<file path="config.mk">
export PLATFORM = sky130hd
export DESIGN_NAME = btn_conditioner
export DESIGN_NICKNAME = d
export VERILOG_FILES = /design/src/rtl/btn_conditioner_pkg.sv /design/src/rtl/btn_conditioner_channel.sv /design/src/rtl/btn_conditioner.sv
export SDC_FILE = /design/constraint.sdc
export NUM_CORES = 1
export LEC_CHECK = 0
export BUFFER_PORTS_ARGS = -buffer_cell sky130_fd_sc_hd__buf_2
export CORE_MARGIN = 2
export CORE_UTILIZATION = 40
export CTS_BUF_LIST = sky130_fd_sc_hd__clkbuf_16
export DETAILED_ROUTE_END_ITERATION = 12
export PLACE_DENSITY = 0.58
export SLEW_MARGIN = 5
export SYNTH_ARGS = -nofsm -noshare
export SYNTH_HDL_FRONTEND = slang
export SYNTH_SLANG_ARGS = --single-unit
</file>
<file path="constraint.sdc">
create_clock -name clk -period 5 [get_ports clk]
set_input_delay 1 -clock clk [delete_from_list [all_inputs] [get_ports clk]]
set_output_delay 1 -clock clk [all_outputs]
set_load 0.03 [all_outputs]
</file>
<file path="src/rtl/btn_conditioner_pkg.sv">
// Shared definitions for the button conditioner: channel indices,
// default channel count and the per-channel debounce state encoding.
package btn_conditioner_pkg;

  localparam int BTN_P1_DOWN     = 0;
  localparam int BTN_P1_UP       = 1;
  localparam int BTN_P2_UP       = 2;
  localparam int BTN_P2_DOWN     = 3;
  localparam int BTN_LAUNCH      = 4;
  localparam int NUM_BTN_DEFAULT = 5;

  typedef enum logic [1:0] {
    ST_IDLE        = 2'd0,
    ST_ARM_PRESS   = 2'd1,
    ST_HELD        = 2'd2,
    ST_ARM_RELEASE = 2'd3
  } btn_state_e;

  function automatic int max3(input int a, input int b, input int c);
    int m;
    m = (a > b) ? a : b;
    return (m > c) ? m : c;
  endfunction

endpackage

</file>
<file path="src/rtl/btn_conditioner_channel.sv">
// btn_channel: one button's 2-flop synchronizer, debounce FSM and auto-repeat
// timer. Level, press, release and repeat are all registered outputs.
module btn_channel
  import btn_conditioner_pkg::*;
#(
  parameter int DEBOUNCE_CYCLES = 1_000_000,
  parameter int REPEAT_DELAY    = 50_000_000,
  parameter int REPEAT_PERIOD   = 10_000_000
) (
  input  logic clk,
  input  logic reset,
  input  logic i_raw,
  output logic o_level,
  output logic o_press,
  output logic o_release,
  output logic o_repeat
);

  localparam int CW = $clog2(max3(DEBOUNCE_CYCLES, REPEAT_DELAY, REPEAT_PERIOD)) + 1;
  localparam logic [CW-1:0] CNT_ZERO = {CW{1'b0}};
  localparam logic [CW-1:0] CNT_ONE  = {{(CW-1){1'b0}}, 1'b1};
  localparam logic [CW-1:0] DB_LAST  = CW'(DEBOUNCE_CYCLES - 1);
  localparam logic [CW-1:0] RD_LAST  = CW'(REPEAT_DELAY - 1);
  localparam logic [CW-1:0] RP_LAST  = CW'(REPEAT_PERIOD - 1);

  logic       r_sync1;
  logic       r_sync2;
  btn_state_e r_state;
  btn_state_e w_state_nxt;
  logic [CW-1:0] r_db_cnt;
  logic [CW-1:0] w_db_cnt_nxt;
  logic [CW-1:0] r_rep_cnt;
  logic [CW-1:0] w_rep_cnt_nxt;
  logic [CW-1:0] w_rep_cnt_adv;
  logic       r_rep_first;
  logic       w_rep_first_nxt;
  logic       w_rep_first_adv;
  logic       w_rep_hit;
  logic       r_level;
  logic       r_press;
  logic       r_release;
  logic       r_repeat;
  logic       w_level_nxt;
  logic       w_press_nxt;
  logic       w_release_nxt;
  logic       w_repeat_nxt;

  // First repeat waits REPEAT_DELAY after the press, later ones REPEAT_PERIOD.
  assign w_rep_hit       = r_rep_first ? (r_rep_cnt == RD_LAST) : (r_rep_cnt == RP_LAST);
  assign w_rep_cnt_adv   = w_rep_hit ? CNT_ZERO : (r_rep_cnt + CNT_ONE);
  assign w_rep_first_adv = r_rep_first & ~w_rep_hit;

  // Two-flop synchronizer for the asynchronous pin level.
  always_ff @(posedge clk) begin
    if (!reset) begin
      r_sync1 <= 1'b0;
      r_sync2 <= 1'b0;
    end else begin
      r_sync1 <= i_raw;
      r_sync2 <= r_sync1;
    end
  end

  // Next-state, counter and output decode.
  always_comb begin
    w_state_nxt     = r_state;
    w_db_cnt_nxt    = r_db_cnt;
    w_rep_cnt_nxt   = r_rep_cnt;
    w_rep_first_nxt = r_rep_first;
    w_level_nxt     = r_level;
    w_press_nxt     = 1'b0;
    w_release_nxt   = 1'b0;
    w_repeat_nxt    = 1'b0;
    case (r_state)
      ST_IDLE: begin
        w_db_cnt_nxt = CNT_ZERO;
        if (r_sync2) w_state_nxt = ST_ARM_PRESS;
        else         w_state_nxt = ST_IDLE;
      end
      ST_ARM_PRESS: begin
        if (!r_sync2) begin
          w_state_nxt  = ST_IDLE;
          w_db_cnt_nxt = CNT_ZERO;
        end else if (r_db_cnt == DB_LAST) begin
          w_state_nxt     = ST_HELD;
          w_db_cnt_nxt    = CNT_ZERO;
          w_level_nxt     = 1'b1;
          w_press_nxt     = 1'b1;
          w_repeat_nxt    = 1'b1;
          w_rep_cnt_nxt   = CNT_ZERO;
          w_rep_first_nxt = 1'b1;
        end else begin
          w_db_cnt_nxt = r_db_cnt + CNT_ONE;
        end
      end
      ST_HELD: begin
        w_db_cnt_nxt    = CNT_ZERO;
        w_rep_cnt_nxt   = w_rep_cnt_adv;
        w_rep_first_nxt = w_rep_first_adv;
        w_repeat_nxt    = w_rep_hit;
        if (!r_sync2) w_state_nxt = ST_ARM_RELEASE;
        else          w_state_nxt = ST_HELD;
      end
      ST_ARM_RELEASE: begin
        if (r_sync2) begin
          w_state_nxt     = ST_HELD;
          w_db_cnt_nxt    = CNT_ZERO;
          w_rep_cnt_nxt   = w_rep_cnt_adv;
          w_rep_first_nxt = w_rep_first_adv;
          w_repeat_nxt    = w_rep_hit;
        end else if (r_db_cnt == DB_LAST) begin
          // Release wins over a coincident repeat.
          w_state_nxt     = ST_IDLE;
          w_db_cnt_nxt    = CNT_ZERO;
          w_level_nxt     = 1'b0;
          w_release_nxt   = 1'b1;
          w_rep_cnt_nxt   = CNT_ZERO;
          w_rep_first_nxt = 1'b0;
        end else begin
          w_db_cnt_nxt    = r_db_cnt + CNT_ONE;
          w_rep_cnt_nxt   = w_rep_cnt_adv;
          w_rep_first_nxt = w_rep_first_adv;
          w_repeat_nxt    = w_rep_hit;
        end
      end
      default: begin
        w_state_nxt     = ST_IDLE;
        w_db_cnt_nxt    = CNT_ZERO;
        w_rep_cnt_nxt   = CNT_ZERO;
        w_rep_first_nxt = 1'b0;
        w_level_nxt     = 1'b0;
      end
    endcase
  end

  // State, counters and registered outputs.
  always_ff @(posedge clk) begin
    if (!reset) begin
      r_state     <= ST_IDLE;
      r_db_cnt    <= CNT_ZERO;
      r_rep_cnt   <= CNT_ZERO;
      r_rep_first <= 1'b0;
      r_level     <= 1'b0;
      r_press     <= 1'b0;
      r_release   <= 1'b0;
      r_repeat    <= 1'b0;
    end else begin
      r_state     <= w_state_nxt;
      r_db_cnt    <= w_db_cnt_nxt;
      r_rep_cnt   <= w_rep_cnt_nxt;
      r_rep_first <= w_rep_first_nxt;
      r_level     <= w_level_nxt;
      r_press     <= w_press_nxt;
      r_release   <= w_release_nxt;
      r_repeat    <= w_repeat_nxt;
    end
  end

  assign o_level   = r_level;
  assign o_press   = r_press;
  assign o_release = r_release;
  assign o_repeat  = r_repeat;

endmodule

</file>
<file path="src/rtl/btn_conditioner.sv">
// btn_conditioner: NUM_BTN independent debounced button channels plus a
// combined any_press strobe.
module btn_conditioner
  import btn_conditioner_pkg::*;
#(
  parameter int NUM_BTN         = NUM_BTN_DEFAULT,
  parameter int DEBOUNCE_CYCLES = 1_000_000,
  parameter int REPEAT_DELAY    = 50_000_000,
  parameter int REPEAT_PERIOD   = 10_000_000
) (
  input  logic               clk,
  input  logic               reset,
  input  logic [NUM_BTN-1:0] btn_raw,
  output logic [NUM_BTN-1:0] btn_level,
  output logic [NUM_BTN-1:0] btn_press,
  output logic [NUM_BTN-1:0] btn_release,
  output logic [NUM_BTN-1:0] btn_repeat,
  output logic               any_press
);

  for (genvar g = 0; g < NUM_BTN; g++) begin : g_chan
    btn_channel #(
      .DEBOUNCE_CYCLES(DEBOUNCE_CYCLES),
      .REPEAT_DELAY   (REPEAT_DELAY),
      .REPEAT_PERIOD  (REPEAT_PERIOD)
    ) u_chan (
      .clk      (clk),
      .reset    (reset),
      .i_raw    (btn_raw[g]),
      .o_level  (btn_level[g]),
      .o_press  (btn_press[g]),
      .o_release(btn_release[g]),
      .o_repeat (btn_repeat[g])
    );
  end

  // Press pulses are already registered, so the OR lands in the same cycle.
  assign any_press = |btn_press;

endmodule

</file>
==> impl_metrics.env <==
export IMPL_finalCritPeriodShare_pct=58.8
export IMPL_grt_usage_pct=16.9
export IMPL_slew_violations=0
export IMPL_grt_pass1_wl_um=56200
export IMPL_synth_area_top_cells="dfxtp_1, nor2_1, xor2_1"
export IMPL_finalClockSkew_ns=0.0131
export IMPL_critPathCaptureType="flop"
export IMPL_cts_setup_buffers=0
export IMPL_max_freq_ghz=0.340
export IMPL_synth_fa_ha_area_share_pct=0.833
export IMPL_ctsResizeCount=0
export IMPL_multiInputGateArea_um2=8150
export IMPL_initial_core_util_pct=40.8
export IMPL_antenna_found_initial=0
export IMPL_ant_nets=0
export IMPL_synth_area_leader_cell="dfxtp_1"
export IMPL_worstPathArrival_ns=3.34
export IMPL_cts_hold_buf=0
export IMPL_syn_nets=1847
export IMPL_syn_inst=1830
export IMPL_ys_flop_type="dfxtp_1"
export IMPL_synth_compound_area_share_pct=8.99
export IMPL_irDropWorstVdd_uv=172
export IMPL_n_fill_cell=3626
export IMPL_wl_met2_um=14300
export IMPL_tightestPinTransition_ns=1.17
export IMPL_dr_pass1_iters=5
export IMPL_final_setup_tns_ns=0
export IMPL_n_antenna_cell=0
export IMPL_grt_ovfl_total=0
export IMPL_clk_latency_ns=0.54
export IMPL_htreeDepth=2
export IMPL_io_pins=28
export IMPL_die_height_um=198
export IMPL_synth_warnings=0
export IMPL_drcViolationCount=0
export IMPL_synth_most_common_cell="dfxtp_1"
export IMPL_fp_dieArea_um2=39100
export IMPL_synth_top_area_share_pct=42.0
export IMPL_synth_xor_area_share_pct=9.91
export IMPL_power_density_nw_per_um2=324
export IMPL_worstPathMaxFanout=19
export IMPL_cts_max_path_buffers=3
export IMPL_criticalPathCategory="reg2reg"
export IMPL_grt_max_degree=43
export IMPL_hpwl_um=21900
export IMPL_synth_distinct_cells=68
export IMPL_fin_nets=1829
export IMPL_worstSetupStartpointType="flop"
export IMPL_first_global_vias=11700
export IMPL_place_congestion=0.798
export IMPL_synthArstFlopShare_pct=0
export IMPL_clockRootBuffer="clkbuf_16"
export IMPL_m1WireLength_um=16300
export IMPL_portBuffers=27
export IMPL_regArea_um2=6310
export IMPL_totalWireLength_um=32700
export IMPL_layout_drive_gt1_share_pct=6.19
export IMPL_viasPerCell=5.46
export IMPL_synth_commonest_cells="dfxtp_1, nor2_1, nand2_1"
export IMPL_die_w_um=198
export IMPL_cts_sinks=315
export IMPL_min_period_ns=2.94
export IMPL_dp_cells=2240
export IMPL_wl_met3_um=1370
export IMPL_cts_tree="yes"
export IMPL_std_cell_rows=70
export IMPL_rsz0062_at_grt="false"
export IMPL_syn2layout_area_growth_pct=10.8
export IMPL_vias=12600
export IMPL_hold_class="reg2reg"
export IMPL_synth_top_family_by_area="simple AND/OR/NAND/NOR gates"
export IMPL_synth_enable_flop_cells=0
export IMPL_muxShareOfSynthArea_pct=0.675
export IMPL_relSlewSlack_pct=21.9
export IMPL_status="finished clean"
export IMPL_synth_area_um2=15000
export IMPL_synth_seq_area_share_pct=42.0
export IMPL_syn_area_per_cell_um2=8.21
export IMPL_core_um2=36800
export IMPL_finalHoldViolCount=0
export IMPL_wl_per_cell_um=14.2
export IMPL_drt_iter0_drc=705
export IMPL_clk_pin_slew_ns=0.06
export IMPL_yosys_area_share_simple_pct=33.8
export IMPL_cp_required_ns=5.40
export IMPL_power_leakage_nw=5.42
export IMPL_setup_viol=0
export IMPL_routed_top_layer="met4"
export IMPL_cts_buffers_inserted=38
export IMPL_maxCapViolations=0
export IMPL_synth_seq_cells=315
export IMPL_fin_cells=2310
[per-layer routing]
metal  vias to the layer above  global-route usage, %
li1                       6470                      -
met1                      5895                   23.3
met2                       200                   26.7
met3                        55                   2.95
met4                         0                   5.99
met5                         -                      0
[flip-flops by register name (all words and copies together), names as in the netlist, named ones only]
| signal | count |
|---|---|
| g_chan.u_chan.r_db_cnt | 135 |
| g_chan.u_chan.r_rep_cnt | 135 |
| g_chan.u_chan.o_level | 5 |
| g_chan.u_chan.o_press | 5 |
| g_chan.u_chan.o_release | 5 |
| g_chan.u_chan.o_repeat | 5 |
| g_chan.u_chan.r_rep_first | 5 |
| g_chan.u_chan.r_state | 5 |
| g_chan.u_chan.r_sync1 | 5 |
| g_chan.u_chan.r_sync2 | 5 |
[final cells by class]
| cell class | count | area share, % |
|---|---|---|
| tap | 468 | 3.52 |
| inverter | 33 | 0.744 |
| multi-input combinational | 1388 | 49.0 |
| sequential | 315 | 37.9 |
| clock inverter | 29 | 1.51 |
| clock buffer | 41 | 6.16 |
| timing repair buffer | 36 | 1.22 |
[worst max-delay path, stage by stage (launching register included)]
cell,delay [ns]
dfxtp_1,0.37
ha_1,0.22
and4_1,0.32
or4b_2,0.63
a2111o_1,0.36
and3_1,0.32
o21ai_4,0.48
nor2_1,0.11
[stage by stage]
step / utilization [%] / setup WS [ns] / total power [W] / hold WS (ns) / area (um^2)
3_5_place_dp: 41.8 / 1.69 / 0.00264 / 0.418 / 15400
6_report: 45.3 / 2.06 / 0.00539 / 0.432 / 16600
2_1_floorplan: - / 2.45 / 0.00263 / 0.412 / 15000
5_1_grt: 45.3 / 1.89 / 0.00559 / 0.452 / 16600
3_3_place_gp: 41.8 / 1.80 / 0.00264 / 0.418 / 15400
4_1_cts: 45.3 / 2.04 / 0.00549 / 0.435 / 16600
[cell families after synthesis]
kind of cell,after synthesis
muxes,10
AOI/OAI and AO/OA,217
buffers and inverters,127
xor gates and xnor gates,170
and+or+nand+nor,981
DFF,315
adders and majority gates,10
[power by group]
part | switching [W] | total (W) | internal [W]
sequential | 0.00000896 | 0.00253 | 0.00252
combinational | 0.0000417 | 0.0000597 | 0.0000179
clock | 0.00107 | 0.00280 | 0.00173
[final timing paths]
kind | start | to | slack (ns) | cells after the start
setup / recovery | g_chan[4].u_chan.r_rep_cnt[0]$_SDFFE_PN0P_ | g_chan[4].u_chan.r_rep_cnt[22]$_SDFFE_PN0P_ | 2.06 | 7
hold / removal | g_chan[2].u_chan.r_sync1$_SDFF_PN0_ | g_chan[2].u_chan.r_sync2$_SDFF_PN0_ | 0.43 | 1
setup reg to reg | g_chan[4].u_chan.r_rep_cnt[0]$_SDFFE_PN0P_ | g_chan[4].u_chan.r_rep_cnt[22]$_SDFFE_PN0P_ | 2.06 | 7
hold reg to reg | g_chan[2].u_chan.r_sync1$_SDFF_PN0_ | g_chan[2].u_chan.r_sync2$_SDFF_PN0_ | 0.43 | 1
[cells in the final DEF, fill, tap and decap left out, drive strengths merged, types with 4 or more instances in the layout]
cell type,netlist,layout
nor2b,9,9
ha,10,10
o31a,4,4
nand3,129,129
nand2b,10,10
nor3b,6,6
or4,16,16
nor4,48,48
clkbuf,65,41
a22oi,5,5
nor4bb,4,4
mux2i,9,9
and4,28,28
and3,59,59
or3,26,26
nand4,76,76
a22o,7,7
buf,29,36
xnor2,78,78
nand4b,10,10
nor3,46,46
nand2,170,170
and2,25,25
dfxtp,315,315
clkinv,0,19
a41oi,6,6
a21o,4,4
inv,33,37
nand3b,16,16
a21oi,75,75
bufinv,0,5
nor4b,18,18
xor2,92,92
or2,9,9
a31oi,43,43
nor2,267,267
o21ai,46,46
Note: power is estimated with default switching activity, not from simulation.
